### src/rtl/joy_move_ctrl_pkg.sv
// Shared constants and types for the joystick movement datapath.
// Screen extents are also used by the hvsync generator.
package joy_move_ctrl_pkg;

  localparam int unsigned PosW   = 10;
  localparam int unsigned HMax   = 640;
  localparam int unsigned VMax   = 480;
  localparam int unsigned NumDir = 4;

  localparam logic [1:0] DirLeft  = 2'd0;
  localparam logic [1:0] DirRight = 2'd1;
  localparam logic [1:0] DirUp    = 2'd2;
  localparam logic [1:0] DirDown  = 2'd3;

  typedef logic [PosW-1:0] pos_t;

  typedef enum logic [1:0] {
    StIdle,
    StHold,
    StRepeat
  } joy_state_e;

  // First eligible direction at or after ptr; scanning from the far end lets the
  // nearest candidate overwrite the others.
  function automatic logic [1:0] rr_first(input logic [NumDir-1:0] elig,
                                          input logic [1:0]        ptr);
    logic [1:0] idx;
    logic [1:0] cand;
    idx = ptr;
    for (int i = NumDir - 1; i >= 0; i--) begin
      cand = ptr + 2'(i);
      if (elig[cand]) idx = cand;
    end
    return idx;
  endfunction

endpackage

### src/rtl/joy_move_ctrl_if.sv
// Joystick buttons, frame pulse and position outputs of the movement controller.
// master drives buttons/frame_start; slave is the controller itself.
interface joy_move_ctrl_if;
  import joy_move_ctrl_pkg::*;

  logic              left;
  logic              right;
  logic              up;
  logic              down;
  logic              frame_start;
  pos_t              joy_x;
  pos_t              joy_y;
  pos_t              player_x;
  pos_t              player_y;
  logic [NumDir-1:0] dir_grant;
  logic              moving;

  modport master (
    output left, right, up, down, frame_start,
    input  joy_x, joy_y, player_x, player_y, dir_grant, moving
  );

  modport slave (
    input  left, right, up, down, frame_start,
    output joy_x, joy_y, player_x, player_y, dir_grant, moving
  );

endinterface

### src/rtl/joy_debounce.sv
// Two-flop synchroniser followed by a tick-sampled debouncer for one button.
// The level flips only after DEB_TICKS consecutive disagreeing ticks.
module joy_debounce #(
  parameter int unsigned DEB_TICKS = 3
) (
  input  logic clk,
  input  logic reset,
  input  logic tick_i,
  input  logic raw_i,
  output logic level_o
);

  localparam int unsigned CntW = $clog2(DEB_TICKS + 1);

  logic            sync1_q;
  logic            sync2_q;
  logic            level_q, level_d;
  logic [CntW-1:0] cnt_q, cnt_d;

  always_ff @(posedge clk) begin
    if (reset) begin
      sync1_q <= 1'b0;
      sync2_q <= 1'b0;
      level_q <= 1'b0;
      cnt_q   <= '0;
    end else begin
      sync1_q <= raw_i;
      sync2_q <= sync1_q;
      level_q <= level_d;
      cnt_q   <= cnt_d;
    end
  end

  always_comb begin
    level_d = level_q;
    cnt_d   = cnt_q;
    if (tick_i) begin
      if (sync2_q == level_q) begin
        cnt_d = '0;
      end else if (cnt_q == CntW'(DEB_TICKS - 1)) begin
        level_d = ~level_q;
        cnt_d   = '0;
      end else begin
        cnt_d = cnt_q + CntW'(1);
      end
    end
  end

  assign level_o = level_q;

endmodule

### src/rtl/joy_move_ctrl.sv
// Joystick movement controller: debounced directions, round-robin arbitration,
// first-step / hold / auto-repeat sequencing, clamped position and frame latch.
module joy_move_ctrl
  import joy_move_ctrl_pkg::*;
#(
  parameter int unsigned H_MAX        = HMax,
  parameter int unsigned V_MAX        = VMax,
  parameter int unsigned TICK_DIV     = 250000,
  parameter int unsigned DEB_TICKS    = 3,
  parameter int unsigned REPEAT_DELAY = 20,
  parameter int unsigned X_INIT       = 320,
  parameter int unsigned Y_INIT       = 240
) (
  input logic            clk,
  input logic            reset,
  joy_move_ctrl_if.slave bus
);

  localparam int unsigned TickW = $clog2(TICK_DIV);
  localparam int unsigned HoldW = $clog2(REPEAT_DELAY + 2);

  logic [TickW-1:0]  tick_cnt_q, tick_cnt_d;
  logic              tick;
  logic [NumDir-1:0] raw;
  logic [NumDir-1:0] deb;
  logic [NumDir-1:0] elig;
  logic              any_elig;
  logic [1:0]        pick;
  logic              step;

  joy_state_e        state_q, state_d;
  logic [HoldW-1:0]  hold_q, hold_d;
  logic [1:0]        ptr_q, ptr_d;
  pos_t              x_q, x_d, y_q, y_d;
  pos_t              px_q, px_d, py_q, py_d;

  // Free-running movement tick, independent of the FSM.
  always_comb begin
    tick       = (tick_cnt_q == TickW'(TICK_DIV - 1));
    tick_cnt_d = tick ? '0 : tick_cnt_q + TickW'(1);
  end

  assign raw = {bus.down, bus.up, bus.right, bus.left};

  for (genvar g = 0; g < NumDir; g++) begin : g_deb
    joy_debounce #(
      .DEB_TICKS(DEB_TICKS)
    ) u_deb (
      .clk    (clk),
      .reset  (reset),
      .tick_i (tick),
      .raw_i  (raw[g]),
      .level_o(deb[g])
    );
  end

  // Opposing directions cancel; the range check doubles as the clamp.
  always_comb begin
    elig[DirLeft]  = deb[DirLeft] & ~deb[DirRight] & (x_q != '0);
    elig[DirRight] = deb[DirRight] & ~deb[DirLeft] & (x_q != PosW'(H_MAX - 1));
    elig[DirUp]    = deb[DirUp] & ~deb[DirDown] & (y_q != '0);
    elig[DirDown]  = deb[DirDown] & ~deb[DirUp] & (y_q != PosW'(V_MAX - 1));
    any_elig       = |elig;
    pick           = rr_first(elig, ptr_q);
  end

  always_ff @(posedge clk) begin
    if (reset) begin
      tick_cnt_q <= '0;
      state_q    <= StIdle;
      hold_q     <= '0;
      ptr_q      <= DirLeft;
      x_q        <= PosW'(X_INIT);
      y_q        <= PosW'(Y_INIT);
      px_q       <= PosW'(X_INIT);
      py_q       <= PosW'(Y_INIT);
    end else begin
      tick_cnt_q <= tick_cnt_d;
      state_q    <= state_d;
      hold_q     <= hold_d;
      ptr_q      <= ptr_d;
      x_q        <= x_d;
      y_q        <= y_d;
      px_q       <= px_d;
      py_q       <= py_d;
    end
  end

  always_comb begin
    state_d = state_q;
    hold_d  = hold_q;
    if (tick) begin
      unique case (state_q)
        StIdle: begin
          if (any_elig) begin
            hold_d  = HoldW'(REPEAT_DELAY);
            state_d = StHold;
          end
        end
        StHold: begin
          if (!any_elig) begin
            state_d = StIdle;
          end else begin
            hold_d = hold_q - HoldW'(1);
            if (hold_q <= HoldW'(1)) state_d = StRepeat;
          end
        end
        StRepeat: begin
          if (!any_elig) state_d = StIdle;
        end
        default: state_d = StIdle;
      endcase
    end
  end

  always_comb begin
    step = ~reset & tick & any_elig & ((state_q == StIdle) || (state_q == StRepeat));
    bus.dir_grant = '0;
    if (step) bus.dir_grant[pick] = 1'b1;
    bus.moving   = (state_q == StHold) || (state_q == StRepeat);
    bus.joy_x    = x_q;
    bus.joy_y    = y_q;
    bus.player_x = px_q;
    bus.player_y = py_q;
  end

  // Frame latch samples the pre-step position; a same-cycle step shows next frame.
  always_comb begin
    x_d   = x_q;
    y_d   = y_q;
    ptr_d = ptr_q;
    px_d  = bus.frame_start ? x_q : px_q;
    py_d  = bus.frame_start ? y_q : py_q;
    if (step) begin
      ptr_d = pick + 2'd1;
      unique case (pick)
        DirLeft:  x_d = x_q - PosW'(1);
        DirRight: x_d = x_q + PosW'(1);
        DirUp:    y_d = y_q - PosW'(1);
        DirDown:  y_d = y_q + PosW'(1);
        default:  x_d = x_q;
      endcase
    end
  end

endmodule

### src/flat_wrapper.sv
// flat-port wrapper written by rule: the top's interface ports become plain ports
module joy_move_ctrl_flat import joy_move_ctrl_pkg::*;
#(
  parameter int unsigned H_MAX        = HMax,
  parameter int unsigned V_MAX        = VMax,
  parameter int unsigned TICK_DIV     = 250000,
  parameter int unsigned DEB_TICKS    = 3,
  parameter int unsigned REPEAT_DELAY = 20,
  parameter int unsigned X_INIT       = 320,
  parameter int unsigned Y_INIT       = 240
)
  (clk, reset, bus_left, bus_right, bus_up, bus_down, bus_frame_start, bus_joy_x, bus_joy_y, bus_player_x, bus_player_y, bus_dir_grant, bus_moving);
  joy_move_ctrl_if bus_i ();
  input logic clk;
  input logic reset;
  input wire logic [$bits(bus_i.left)-1:0] bus_left;
  input wire logic [$bits(bus_i.right)-1:0] bus_right;
  input wire logic [$bits(bus_i.up)-1:0] bus_up;
  input wire logic [$bits(bus_i.down)-1:0] bus_down;
  input wire logic [$bits(bus_i.frame_start)-1:0] bus_frame_start;
  output wire logic [$bits(bus_i.joy_x)-1:0] bus_joy_x;
  output wire logic [$bits(bus_i.joy_y)-1:0] bus_joy_y;
  output wire logic [$bits(bus_i.player_x)-1:0] bus_player_x;
  output wire logic [$bits(bus_i.player_y)-1:0] bus_player_y;
  output wire logic [$bits(bus_i.dir_grant)-1:0] bus_dir_grant;
  output wire logic [$bits(bus_i.moving)-1:0] bus_moving;
  assign bus_i.left = bus_left;
  assign bus_i.right = bus_right;
  assign bus_i.up = bus_up;
  assign bus_i.down = bus_down;
  assign bus_i.frame_start = bus_frame_start;
  assign bus_joy_x = bus_i.joy_x;
  assign bus_joy_y = bus_i.joy_y;
  assign bus_player_x = bus_i.player_x;
  assign bus_player_y = bus_i.player_y;
  assign bus_dir_grant = bus_i.dir_grant;
  assign bus_moving = bus_i.moving;
  joy_move_ctrl #(.H_MAX(H_MAX), .V_MAX(V_MAX), .TICK_DIV(TICK_DIV), .DEB_TICKS(DEB_TICKS), .REPEAT_DELAY(REPEAT_DELAY), .X_INIT(X_INIT), .Y_INIT(Y_INIT)) u_core (.clk(clk), .reset(reset), .bus(bus_i));
endmodule
### config.mk
export PLATFORM = sky130hd
export DESIGN_NAME = joy_move_ctrl_flat
export DESIGN_NICKNAME = d
export VERILOG_FILES = /design/src/rtl/joy_move_ctrl_pkg.sv /design/src/rtl/joy_move_ctrl_if.sv /design/src/rtl/joy_debounce.sv /design/src/rtl/joy_move_ctrl.sv /design/src/flat_wrapper.sv
export SDC_FILE = /design/constraint.sdc
export NUM_CORES = 1
export LEC_CHECK = 0
export CAP_MARGIN = 10
export CORE_ASPECT_RATIO = 0.8
export CORE_MARGIN = 5
export CORE_UTILIZATION = 30
export DETAILED_ROUTE_END_ITERATION = 12
export DONT_BUFFER_PORTS = 1
export PLACE_DENSITY = 0.48
export SETUP_SLACK_MARGIN = 0.05
export SYNTH_ARGS = -nofsm -noshare
export SYNTH_HDL_FRONTEND = slang
export SYNTH_HIERARCHICAL = 1
export SYNTH_SLANG_ARGS = --single-unit
### constraint.sdc
create_clock -name clk -period 5.3 [get_ports clk]
set_clock_uncertainty 0.15 [all_clocks]
set_input_delay 0.53 -clock clk [delete_from_list [all_inputs] [get_ports clk]]
set_output_delay 0.53 -clock clk [all_outputs]
set_load 0.1 [all_outputs]
### Word-level counts from Yosys, hierarchy flattened

Index checks and enable logic that the tools add are counted.

* $add $sub $neg: 14
* multiply operators: 0
* divide/modulo/power cells: 0
* magnitude comparators: 7
* eq/ne operators: 20
* shifts and indexed selects: 0
* mux-type cells: 33
* bitwise operators: 20
* reductions and logical operators: 20

Operator list (count)
* 10-bit case mux with 2 select lines: 2
* 2-bit two-way mux: 16
* 10-bit by 1-bit adder with 10-bit output (second input constant): 2
* 10-bit nonzero test: 2
* 10-bit by 1-bit subtractor with 10-bit output (second input constant): 2
* 18-bit by 1-bit adder with 18-bit output (second input constant): 1
* 18-bit == test (second input constant): 1
* 2-bit by 3-bit < comparator with 1-bit output (second input constant): 5
* 2-bit == test (second input constant): 7
* 2-bit by 1-bit adder with 2-bit output (second input constant): 6
* 3-bit AND reduction: 4
* 1-bit bitwise AND: 11
* 5-bit two-way mux: 2
* 10-bit inequality test (second input constant): 1
* 10-bit by 9-bit inequality test with 1-bit output (second input constant): 1
* 5-bit case mux with 2 select lines: 1
* 1-bit NOT: 9
* 1-bit binary-select mux with 2-bit select: 4
* 4-bit AND reduction: 2
* 2-bit case mux with 3 select lines: 1
* 2-bit nonzero test: 3
* 5-bit by 1-bit less-or-equal comparator with 1-bit output (second input constant): 1
* 1-bit two-way mux: 5
* 5-bit by 1-bit subtractor with 5-bit output (second input constant): 1
* other kinds (15): 24

* register bits after elaboration: 87
* bits in latches: 0
* RAM bits: 0
* memory bits (read-only): 0
* output and inout port bits: 45
* memories: 0

### Logic depth before layout (Yosys ltp)

Gate-level depths: netlist of the first run.

* depth in word-level cells: 14
* gate-level depth with buffers: 16
* depth with buffers taken out: 15

### By module

Netlist of the first run, hierarchy kept.

Modules (own cells, without submodules)
* joy_move_ctrl: times used 1, cells each 440, area an instance 3792.4 um2, sequential area each 1341.3 um2
* joy_debounce: times used 4, cells each 18, area an instance 195.2 um2, sequential area each 100.1 um2

### Worst setup path after synthesis of the first run

Ideal clock, no wire load.

* path kind: reg2reg
* start: register u_core.y_q[0] (netlist: u_core/bus.joy_y[0])
* end: register u_core.x_q[9] (netlist: u_core/bus.joy_x[9])
* library setup time: 121 ps
* arrival: 4442 ps
* path slack: 587 ps
* cell stages (with the launch flop): 16
* path buffers: 1
* clock period less this slack: 4713 ps
* cells stage by stage: dfxtp_1 -> buf_4 -> nor4_1 -> a311oi_1 -> a221oi_1 -> o21ai_0 -> inv_1 -> ha_1 -> inv_1 -> ha_1 -> a211oi_1 -> o211ai_1 -> nand2_1 -> mux2_2 -> nand3_1 -> mux2_2

* word-level cells in the longest chain between the ends: 11
* elaborated cells between the ends (all ways): 24

RTL lines
* start, declared: RTL line joy_move_ctrl.sv:34 `pos_t x_q, x_d, y_q, y_d;`
* start signal, assigned: RTL line joy_move_ctrl.sv:74 `y_q <= PosW'(Y_INIT);`
* start signal, assigned: RTL line joy_move_ctrl.sv:83 `y_q <= y_d;`
* 10-bit by 9-bit inequality test with 1-bit output / 10-bit nonzero test (equally long branches): RTL line joy_move_ctrl.sv:62, joy_move_ctrl.sv:61
* 1-bit bitwise AND (on tied branches): RTL line joy_move_ctrl.sv:62, joy_move_ctrl.sv:61
* 1-bit binary-select mux with 2-bit select: RTL line joy_move_ctrl_pkg.sv:32 `if (elig[cand]) idx = cand;`
* 1-bit two-way mux (implied by the code): RTL line joy_move_ctrl_pkg.sv:32
* 2-bit two-way mux (4 in a row): RTL line joy_move_ctrl_pkg.sv:32
* 2-bit by 1-bit == test with 1-bit output / 2-bit zero test (equally long branches): RTL line joy_move_ctrl.sv:136 `unique case (pick)`
* 2-bit nonzero test (no line)
* 2-bit AND reduction (no line)
* end signal, assigned: RTL line joy_move_ctrl.sv:73 `x_q <= PosW'(X_INIT);`
* end, declared: RTL line joy_move_ctrl.sv:34

Parallel ways exist; a longest one is shown, timed or not. The select of a mux whose other input is x is not followed.
A chain may end at the register's enable or synchronous reset.

### Final worst setup path of the first run

* start: register u_core.x_q[0] (netlist: u_core/bus.joy_x[0])
* end: register u_core.x_q[9] (netlist: u_core/bus.joy_x[9])

* word-level cells in the longest chain between the ends: 11
* elaborated cells between the ends (all ways): 26

RTL lines (RTL line)
* 10-bit inequality test / 10-bit nonzero test (equally long branches): joy_move_ctrl.sv:60, joy_move_ctrl.sv:59
* 1-bit bitwise AND (on tied branches): joy_move_ctrl.sv:60, joy_move_ctrl.sv:59
* 1-bit binary-select mux with 2-bit select: joy_move_ctrl_pkg.sv:32
* 1-bit two-way mux (implied by the code): joy_move_ctrl_pkg.sv:32
* 2-bit two-way mux (4 in a row): joy_move_ctrl_pkg.sv:32
* 2-bit by 1-bit == test with 1-bit output / 2-bit zero test (equally long branches): joy_move_ctrl.sv:136
* 2-bit nonzero test (no line)
* 2-bit AND reduction (no line)

Parallel ways exist; a longest one is shown, timed or not. The select of a mux whose other input is x is not followed.

==> metrics list, run 1 <==
- The run finished with clean final reports.
- TNS Setup: 0 ns
* Fraction of layout instances using a drive strength above 1: 10.0%
- RSZ-0062 raised after global routing: no
* Largest net degree at the start of global routing: 73
- Mean post-synth cell area: 8.93 µm²
- The most critical setup path has its startpoint at u_core/bus.joy_x[0].
- IR analysis of the VDD net gives a maximum drop of 0.000141 V.
- The clock tree synthesis step divided the H-tree into 3 levels.
* Number of synthesis warnings: 6
- Detailed placement ended at an HPWL of 7.86 mm.
- TritonCTS sink count: 87
- Worst reg2reg path startpoint: u_core/bus.joy_x[0]
* Source-to-sink clock delay at the later pin of the worst-skew pair: 0.35 ns
* Number of global-route vias before repair: 3,472
* Leakage power total: 2.02 nW
- Placed cell count: 713
- Max-capacitance violation count: 0
* Post-layout instance count excluding filler cells: 729
* # IOs: 52
* Setup Buffers After CTS: 0
* CP startpoint kind: flip-flop
* Post-cts gate resize count: 0
* Net count of the mapped netlist: 547
* Total iterations of the first detailed-routing run: 4
* Number of remaining DRC errors: 0
- Launch point of the worst hold path: reset
- Final min period: 4.54 ns
* Root buf cell: sky130_fd_sc_hd__clkbuf_16
* EDFF count, synth: 0
- Final weighted congestion in routability-driven placement: 0.817
- TritonCTS built the clock tree.
- Type of the worst min-delay path: in2reg
- Final setup violation count: 0
- Of all flip-flops after synthesis, the portion carrying an async set or reset was 0%.
* Commonest register cell after synthesis: sky130_fd_sc_hd__dfxtp_1
- In this run the core area contains 40 standard-cell rows.
* Clock tree buffer depth: 2
- # nets final: 570
- Across every metal layer, demand over resource in global routing totals 12.4%.
- Total power for the finished layout comes to 1.33 mW.
- STA puts the critical path data arrival time at 4.63 ns.
* Post-CTS Hold Fix Bufs: 0
- For this design the ratio of total power to cell area is 254 nW/µm².
- Of all nets on the critical path, the largest fanout is 15.
- The worst setup path is captured at a flip-flop.
- The worst path uses 85.7% of the clock period.
- From synthesis to final layout, the design area changed by 14.4%.
- Synthesis-stage register bit count: 87
- Counting distinct cell types in the post-synthesis netlist gives 52.
- The number of max-slew violations in the final report is 0.
- Number of nets still failing antenna checks after routing: 0
* Std-Cell Core Area: 15,000 µm²
- Clock-pin transition on the worst setup and hold timing paths: 0.07 ns
* Number of vias in the routed layout: 3,646
* Number of violations reported at the end of detailed-routing iteration 0: 195
* Routed WL per cell: 14.7 µm
- Worst slew slack as a fraction of its limit: 33.1%
- Die width: 148 µm
* Register-to-register setup slack: 0.76 ns
* Drt total wl: 10.8 mm
* Antenna Cells: 0
- Timing-limited maximum frequency: 0.220 GHz
* Number of antenna violations at the first check in global routing: 0
* Die height: 120 µm
- Cts bufs inserted: 9
- Once the floorplan was initialized, standard cells occupied 30.6% of the core.
- Share of the core filled with cells in the final layout: 35.0%
- Overall die area: 17,800 µm²
- Data required time at the worst endpoint: 5.38 ns
- The critical path is of the reg2reg type.
- For this run, the register share of the synthesized area comes to 38.1%.
- Dividing the detail-routed via count by the number of cells gives 5.00.
* Remaining global-route overflow: 0
* Wire length of the first global-routing pass: 17.8 mm
- Worst slew pin tran: 1.00 ns
- Input and output buffers added on the ports amount to 0.
- Number of instances in the synthesized netlist: 512
- Summed instance area of the synthesized netlist: 4570 µm²
* Number of endpoints with negative hold slack in the final report: 0
==> area by class of cell <==
class | instances | area, µm²
Multi-Input combinational cell | 386 | 2660
Inverter | 25 | 95.1
Timing Repair Buffer | 26 | 195
Sequential cell | 87 | 1740
Tap cell | 189 | 236
Clock buffer | 10 | 239
Clock inverter | 6 | 68.8
Fill cell | 1550 | 9730
==> through the flow <==
step / cell area (µm²) / setup WS, ns / hold WS, ns
after detailed placement: 4930 / 0.824 / 0.270
after global placement: 4930 / 0.938 / 0.272
after CTS: 5230 / 0.789 / 0.0828
after global routing: 5230 / 0.329 / 0.0796
after floorplan: 4570 / 0.587 / 0.263
final: 5230 / 0.756 / 0.0989
==> synth_stat cells (2+ instances only) <==
library cell / number / area share (%)
sky130_fd_sc_hd__or3b_2: 4 / 0.77
sky130_fd_sc_hd__or4b_1: 4 / 0.88
sky130_fd_sc_hd__nor3_1: 9 / 0.98
sky130_fd_sc_hd__nor2_1: 69 / 5.7
sky130_fd_sc_hd__or2_2: 2 / 0.27
sky130_fd_sc_hd__mux2i_1: 35 / 7.7
sky130_fd_sc_hd__and3_1: 11 / 1.5
sky130_fd_sc_hd__nor4_1: 7 / 0.96
sky130_fd_sc_hd__o211ai_1: 8 / 1.3
sky130_fd_sc_hd__nor2b_1: 13 / 1.8
sky130_fd_sc_hd__nand4_1: 11 / 1.5
sky130_fd_sc_hd__o41a_1: 2 / 0.49
sky130_fd_sc_hd__o32ai_1: 4 / 0.77
sky130_fd_sc_hd__ha_1: 26 / 7.1
sky130_fd_sc_hd__nand2b_1: 10 / 1.4
sky130_fd_sc_hd__mux2_2: 2 / 0.49
sky130_fd_sc_hd__o21bai_1: 2 / 0.33
sky130_fd_sc_hd__a211oi_1: 8 / 1.3
sky130_fd_sc_hd__o21ai_0: 11 / 1.2
sky130_fd_sc_hd__a221oi_1: 2 / 0.38
sky130_fd_sc_hd__nor4b_1: 2 / 0.38
sky130_fd_sc_hd__nand3_1: 15 / 1.6
sky130_fd_sc_hd__fa_1: 2 / 0.88
sky130_fd_sc_hd__or4_1: 2 / 0.33
sky130_fd_sc_hd__nand3b_1: 5 / 0.82
sky130_fd_sc_hd__a2111oi_0: 3 / 0.57
sky130_fd_sc_hd__buf_6: 3 / 0.74
sky130_fd_sc_hd__a21oi_1: 15 / 1.6
sky130_fd_sc_hd__or3_1: 2 / 0.27
sky130_fd_sc_hd__buf_1: 4 / 0.33
sky130_fd_sc_hd__xor2_1: 12 / 2.3
sky130_fd_sc_hd__o41ai_1: 7 / 1.3
sky130_fd_sc_hd__a21o_1: 3 / 0.49
sky130_fd_sc_hd__dfxtp_1: 87 / 38
sky130_fd_sc_hd__xnor2_1: 23 / 4.4
sky130_fd_sc_hd__a311oi_1: 2 / 0.38
sky130_fd_sc_hd__clkbuf_1: 6 / 0.49
sky130_fd_sc_hd__o31ai_1: 3 / 0.49
sky130_fd_sc_hd__nand2_1: 40 / 3.3
sky130_fd_sc_hd__inv_1: 24 / 2.0
==> flip-flops by register name, indices dropped and copies added, names as in the netlist <==
register / cells
u_core/bus.player_y: 10
u_core/g_deb.u_deb/cnt_q: 8
u_core/ptr_q: 2
u_core/bus.joy_x: 10
u_core/g_deb.u_deb/sync2_q: 4
u_core/hold_q: 5
u_core/state_q: 2
u_core/bus.player_x: 10
u_core/tick_cnt_q: 18
u_core/g_deb.u_deb/sync1_q: 4
u_core/bus.joy_y: 10
u_core/g_deb.u_deb/level_o: 4
==> worst max-delay path, cell delays in order (launching register included) <==
cell and delay (ns):
sky130_fd_sc_hd__dfxtp_1 0.50, sky130_fd_sc_hd__nor4_1 0.12, sky130_fd_sc_hd__a311oi_1 0.67, sky130_fd_sc_hd__a221oi_1 0.16, sky130_fd_sc_hd__o21ai_0 0.35, sky130_fd_sc_hd__inv_1 0.14
sky130_fd_sc_hd__ha_1 0.24, sky130_fd_sc_hd__inv_1 0.39, sky130_fd_sc_hd__ha_1 0.35, sky130_fd_sc_hd__a211oi_1 0.30, sky130_fd_sc_hd__o211ai_1 0.14, sky130_fd_sc_hd__nand2_1 0.15
sky130_fd_sc_hd__mux2_2 0.35, sky130_fd_sc_hd__nand3_1 0.09, sky130_fd_sc_hd__mux2_2 0.33
==> report_power, final <==
group,leakage [nW],total (mW),internal (mW),switching [mW]
clock network,0.149,0.653,0.381,0.272
registers,0.703,0.661,0.658,0.00243
logic,1.17,0.0178,0.00913,0.00870
total,2.02,1.33,1.05,0.283
==> cell families (layout without fill, tap and decap cells) <==
kind of cell	count (synthesis)	count (layout)	synth area share, %
xor gates and xnor gates	35	35	6.70
and+or+nand+nor	212	212	23.6
AOI/OAI and AO/OA	74	74	11.7
buffers and inverters	39	67	3.80
DFF	87	87	38.1
adders and majority gates	28	28	7.99
muxes	37	37	8.15
==> routing by layer <==
metal  global-route usage [%]  vias up  share of wire, %
met5                        0        -                 0
met2                     19.6       75                44
met1                     16.4     1688                50
li1                         -     1873                 -
met3                     3.56       10               5.2
met4                     3.81        0               1.2
==> worst paths after layout <==
kind,to,cells after the start
setup / recovery,u_core/bus.joy_x[9],14
setup reg to reg,u_core/bus.joy_x[9],14
hold reg to reg,u_core/g_deb[0].u_deb/sync2_q,1
hold / removal,u_core/g_deb[2].u_deb/sync1_q,1
==> placed cells by master (no fill, tap or decap), drive strengths merged, types with 3 or more instances in the layout <==
master	instances
o31ai	3
o21ai	11
or2	3
mux2i	35
nor2	69
o211ai	8
xor2	12
and3	11
nand4	12
clkinv	4
xnor2	23
nand3b	5
nand2	40
nor4	7
clkbuf	10
or4b	4
o41ai	7
o32ai	4
a211oi	8
or3b	4
ha	26
a21o	3
dfxtp	87
inv	25
nor2b	13
nand2b	10
nor3	9
a21oi	15
a2111oi	3
buf	26
nand3	15
Power figures use the tool's default switching activity.
==> inputs of run 2 (changes only) <==
--- a/config.mk
+++ b/config.mk
@@ -17,3 +17,2 @@
 export SYNTH_HDL_FRONTEND = slang
-export SYNTH_HIERARCHICAL = 1
 export SYNTH_SLANG_ARGS = --single-unit
==> constraint.sdc (replaced) <==
create_clock -name clk -period 5.3 [get_ports clk]
set_clock_uncertainty 0.15 [all_clocks]
set_input_delay 1.325 -clock clk [delete_from_list [all_inputs] [get_ports clk]]
set_output_delay 1.325 -clock clk [all_outputs]
set_load 0.1 [all_outputs]
==> run 2 against run 1 <==
Cell area is 0.43% higher. Routed wire length is 0.31% lower. Via count is 0.66% higher. Critical path depth is 4 lower. Critical path type is now reg2out. Largest cell class unchanged.
==> metrics list, run 2 <==
* Worst slew slack as a fraction of its limit: 33.2% (was 33.1%)
- Count of different cell masters after synthesis: 58 (was 52)
- The overall die area came to 17,800 µm² (about the same).
* Commonest cells after routing, fill and taps aside: sky130_fd_sc_hd__dfxtp_1, sky130_fd_sc_hd__nor2_1, sky130_fd_sc_hd__mux2i_1 (was sky130_fd_sc_hd__dfxtp_1, sky130_fd_sc_hd__nor2_1, sky130_fd_sc_hd__nand2_1)
* RSZ-0062 raised after global routing: no (unchanged)
* Largest net degree at the start of global routing: 74 (was 73)
- Flip-flop and latch area: 1740 µm² (unchanged)
* Cts bufs inserted: 9 (unchanged)
* Sequential share of the synthesized area: 38.2% (was 38.1%)
- Remaining global-route overflow: 0 (unchanged)
* # nets final: 558 (was 570)
- The vertical die dimension was 120 µm (about the same).
- Fraction of layout instances using a drive strength above 1: 9.89% (was 10.0%)
- The number of buffer cells added on primary ports is 0 (unchanged).
* CP startpoint kind: flip-flop (unchanged)
- The clock-pin slew of the registers on the worst-case setup and hold paths was 0.06 ns (was 0.07 ns).
- Number of flip-flops in the largest register: 18 (unchanged)
* Number of stages on the worst setup path: 10 (was 14)
* Total iterations of the first detailed-routing run: 4 (unchanged)
* Final setup violation count: 0 (unchanged)
* Final min period: 4.90 ns (was 4.54 ns)
* TritonCTS clock tree: yes (unchanged)
* Dpl cell area: 4960 µm² (was 4930 µm²)
- Effective utilization at floorplan: 30.5% (was 30.6%)
- The overall via count from detail_route is 3,670 (was 3,646).
* # IOs: 52 (unchanged)
- The detailed-route wire length was 10.7 mm (was 10.8 mm).
- The setup TNS is 0 ns (unchanged).
* Worst slew pin tran: 1.00 ns (about the same)
- The worst hold path cell count came to 1 (unchanged).
- The largest delay contributor family on the critical path is simple AND/OR/NAND/NOR gates (was compound AO/OA/AOI/OAI gates).
* Via density: 5.13 (was 5.00)
- Largest cells by area after synthesis: sky130_fd_sc_hd__dfxtp_1, sky130_fd_sc_hd__ha_1, sky130_fd_sc_hd__mux2i_1 (was sky130_fd_sc_hd__dfxtp_1, sky130_fd_sc_hd__mux2i_1, sky130_fd_sc_hd__ha_1).
* Root buf cell: sky130_fd_sc_hd__clkbuf_16 (unchanged)
* Final critical-path setup slack: 0.397 ns (was 0.756 ns)
* Number of synthesis warnings: 0 (was 6)
* Largest reg by FF count: u_core.tick_cnt_q (was u_core/tick_cnt_q)
* Hold WS: 0.288 ns (was 0.0989 ns)
- The fraction of the core area covered by cells at the end of the flow came to 35.1% (was 35.0%).
- The number of cell rows was 40 (unchanged).
* Post-CTS Hold Fix Bufs: 0 (unchanged)
- Final weighted congestion in routability-driven placement: 0.782 (was 0.817)
* Arrival @ worst endpoint: 3.43 ns (was 4.63 ns)
- Cells along the critical path: buf_4 > nor4_1 > a311o_1 > nor2_1 > o32a_1 > inv_1 > ha_1 > inv_1 > nor4_4 > buf_12 (was nor4_1 > a311oi_1 > a221oi_1 > o21ai_0 > inv_1 > ha_1 > inv_1 > ha_1 > a211oi_1 > o211ai_1 > nand2_1 > mux2_2 > nand3_1 > mux2_2)
* Worst-case setup slack after placement: 0.738 ns (was 0.824 ns)
- The maximum VDD drop is 0.000141 V (about the same).
- The upper clock frequency limit came to 0.204 GHz (was 0.220 GHz).
- The startpoint-to-endpoint class of the critical path is reg2out (was reg2reg).
- The number of flops mapped to enable cells by yosys is 0 (unchanged).
* Most instantiated cells after synthesis: sky130_fd_sc_hd__dfxtp_1, sky130_fd_sc_hd__nor2_1, sky130_fd_sc_hd__mux2i_1 (was sky130_fd_sc_hd__dfxtp_1, sky130_fd_sc_hd__nor2_1, sky130_fd_sc_hd__nand2_1)
- Most common cell after layout, fill and taps aside: sky130_fd_sc_hd__dfxtp_1 (unchanged)
- The number of nets in the synthesized netlist came to 542 (was 547).
- The number of violations of the max-capacitance limit is 0 (unchanged).
- The post-CTS setup repair buffer count is 0 (unchanged).
- Post-Layout Inst Area: 5260 µm² (was 5230 µm²)
- Number of instances in the synthesized netlist: 506 (was 512)
- Number of nets still failing antenna checks after routing: 0 (unchanged)
- The total routing resource utilization after global routing was 12.6% (was 12.4%).
- Leakage power total: 1.90 nW (was 2.02 nW)
* Area of the multi-input gates: 2680 µm² (was 2660 µm²)
* Number of violations reported at the end of detailed-routing iteration 0: 237 (was 195)
- Post-synth ARST share: 0% (unchanged)
- Cell area power density: 257 nW/µm² (was 254 nW/µm²)
* TritonCTS sink count: 87 (unchanged)
* Die width: 148 µm (about the same)
- CP bufs+invs: 4 (was 2)
* CTS HTree Levels: 3 (unchanged)
* Largest area contributor in the netlist: sky130_fd_sc_hd__dfxtp_1 (unchanged)
* Status: complete, no violations (unchanged)
- The number of antenna violations at the first check in global routing was 0 (unchanged).
* Wire length of the first global-routing pass: 18.0 mm (was 17.8 mm)
* Number of remaining DRC errors: 0 (unchanged)
* Critical path's slowest cell: sky130_fd_sc_hd__nor4_1 (was sky130_fd_sc_hd__a311oi_1)
* Synthesis-stage register bit count: 87 (unchanged)
- The post-route total power is 1.35 mW (was 1.33 mW).
- In this design, the critical path's most frequently occurring cell is sky130_fd_sc_hd__inv_1.
- Worst r2r path cells: 14 (unchanged)
- Fin crit share: 92.5% (was 85.7%)
- Routed WL per cell: 15.0 µm (was 14.7 µm)
- The worst-skew pair later-pin latency came to 0.35 ns (about the same).
- The filler cell count was 1,542 (was 1,550).
- The number of global-route vias before repair came to 3,554 (was 3,472).
- Antenna Cells: 0 (unchanged)
- The peak per-stage delay on the critical path came to 0.57 ns (was 0.67 ns).
* Hpwl dp: 7.78 mm (was 7.86 mm)
- The area added between synthesis and finish was 15.3% (was 14.4%).
* Commonest register cell after synthesis: sky130_fd_sc_hd__dfxtp_1 (unchanged)
- The netlist area before placement came to 4560 µm² (was 4570 µm²).
- The total placed cells including tap cells was 700 (was 713).
- Post-cts gate resize count: 0 (unchanged)
- The buffer depth of the longest clock path came to 2 (unchanged).
- The non-filler instance count after layout came to 715 (was 729).
* Std-Cell Core Area: 15,000 µm² (unchanged)
* Kind of end point of the critical path: primary output (was flip-flop)
- The post-synthesis area per instance is 9.01 µm² (was 8.93 µm²).
- The area share of the largest cell type after synthesis came to 38.2% (was 38.1%).
- Type of the worst min-delay path: reg2reg (was in2reg)
* Data required time at the worst endpoint: 3.83 ns (was 5.38 ns)
- CP Max Fanout: 12 (was 15)
- The cell with the most instances after synthesis was sky130_fd_sc_hd__dfxtp_1 (unchanged).
* Final-report max-slew violation count: 0 (unchanged)
- Number of endpoints with negative hold slack in the final report: 0 (unchanged)
==> run 2: changes by cell type after synthesis, sizes merged, moves of 4 or more <==
cell	change
a31oi	+4
nand2	-31
o32ai	-4
mux2i	-6
o211ai	-4
nor2b	+8
a21oi	+8
nand2b	-6
o41ai	-6
clkbuf	+8
a211o	+14
and3	-7
nor4	+6
==> run 2: kinds of logic after synthesis <==
kind of cell	Yosys count	synth area share, %
muxes	29	6.37
xor gates and xnor gates	33	6.34
buffers and inverters	43	3.87
DFF	87	38.2
adders and majority gates	29	8.29
and+or+nand+nor	190	22.3
AOI/OAI and AO/OA	95	14.6
==> run 2: worst paths after layout <==
kind / from / endpoint / slack (ns)
worst max-delay path: u_core.bus.joy_y[0] / bus_dir_grant[1] / 0.40
worst min-delay path: u_core.g_deb[2].u_deb.sync1_q / u_core.g_deb[2].u_deb.sync2_q / 0.29
worst max register to register: u_core.bus.joy_y[1] / u_core.bus.joy_y[9] / 0.80
worst min register to register: u_core.g_deb[2].u_deb.sync1_q / u_core.g_deb[2].u_deb.sync2_q / 0.29
==> run 2: layout make-up <==
| cell class | instances | area share (%) |
|---|---|---|
| timing repair buffer | 26 | 4.19 |
| inverter | 22 | 1.57 |
| multi-input combinational | 376 | 50.9 |
| clock inverter | 3 | 0.809 |
| clock buffer | 12 | 4.88 |
| sequential | 87 | 33.1 |
| tap | 189 | 4.50 |
==> run 2: metal layers <==
metal  global-route usage [%]  share of wire (%)
met5                        0                  0
met1                     16.2                 49
met2                     19.9                 43
met3                     4.46                6.2
met4                     3.87                1.4
==> run 2: report_power, final <==
| part | internal [mW] | leakage, nW | total (mW) | switching, mW |
|---|---|---|---|---|
| Clock | 0.388 | 0.145 | 0.651 | 0.263 |
| Sequential | 0.661 | 0.704 | 0.681 | 0.0206 |
| Combinational | 0.00994 | 1.05 | 0.0174 | 0.00746 |
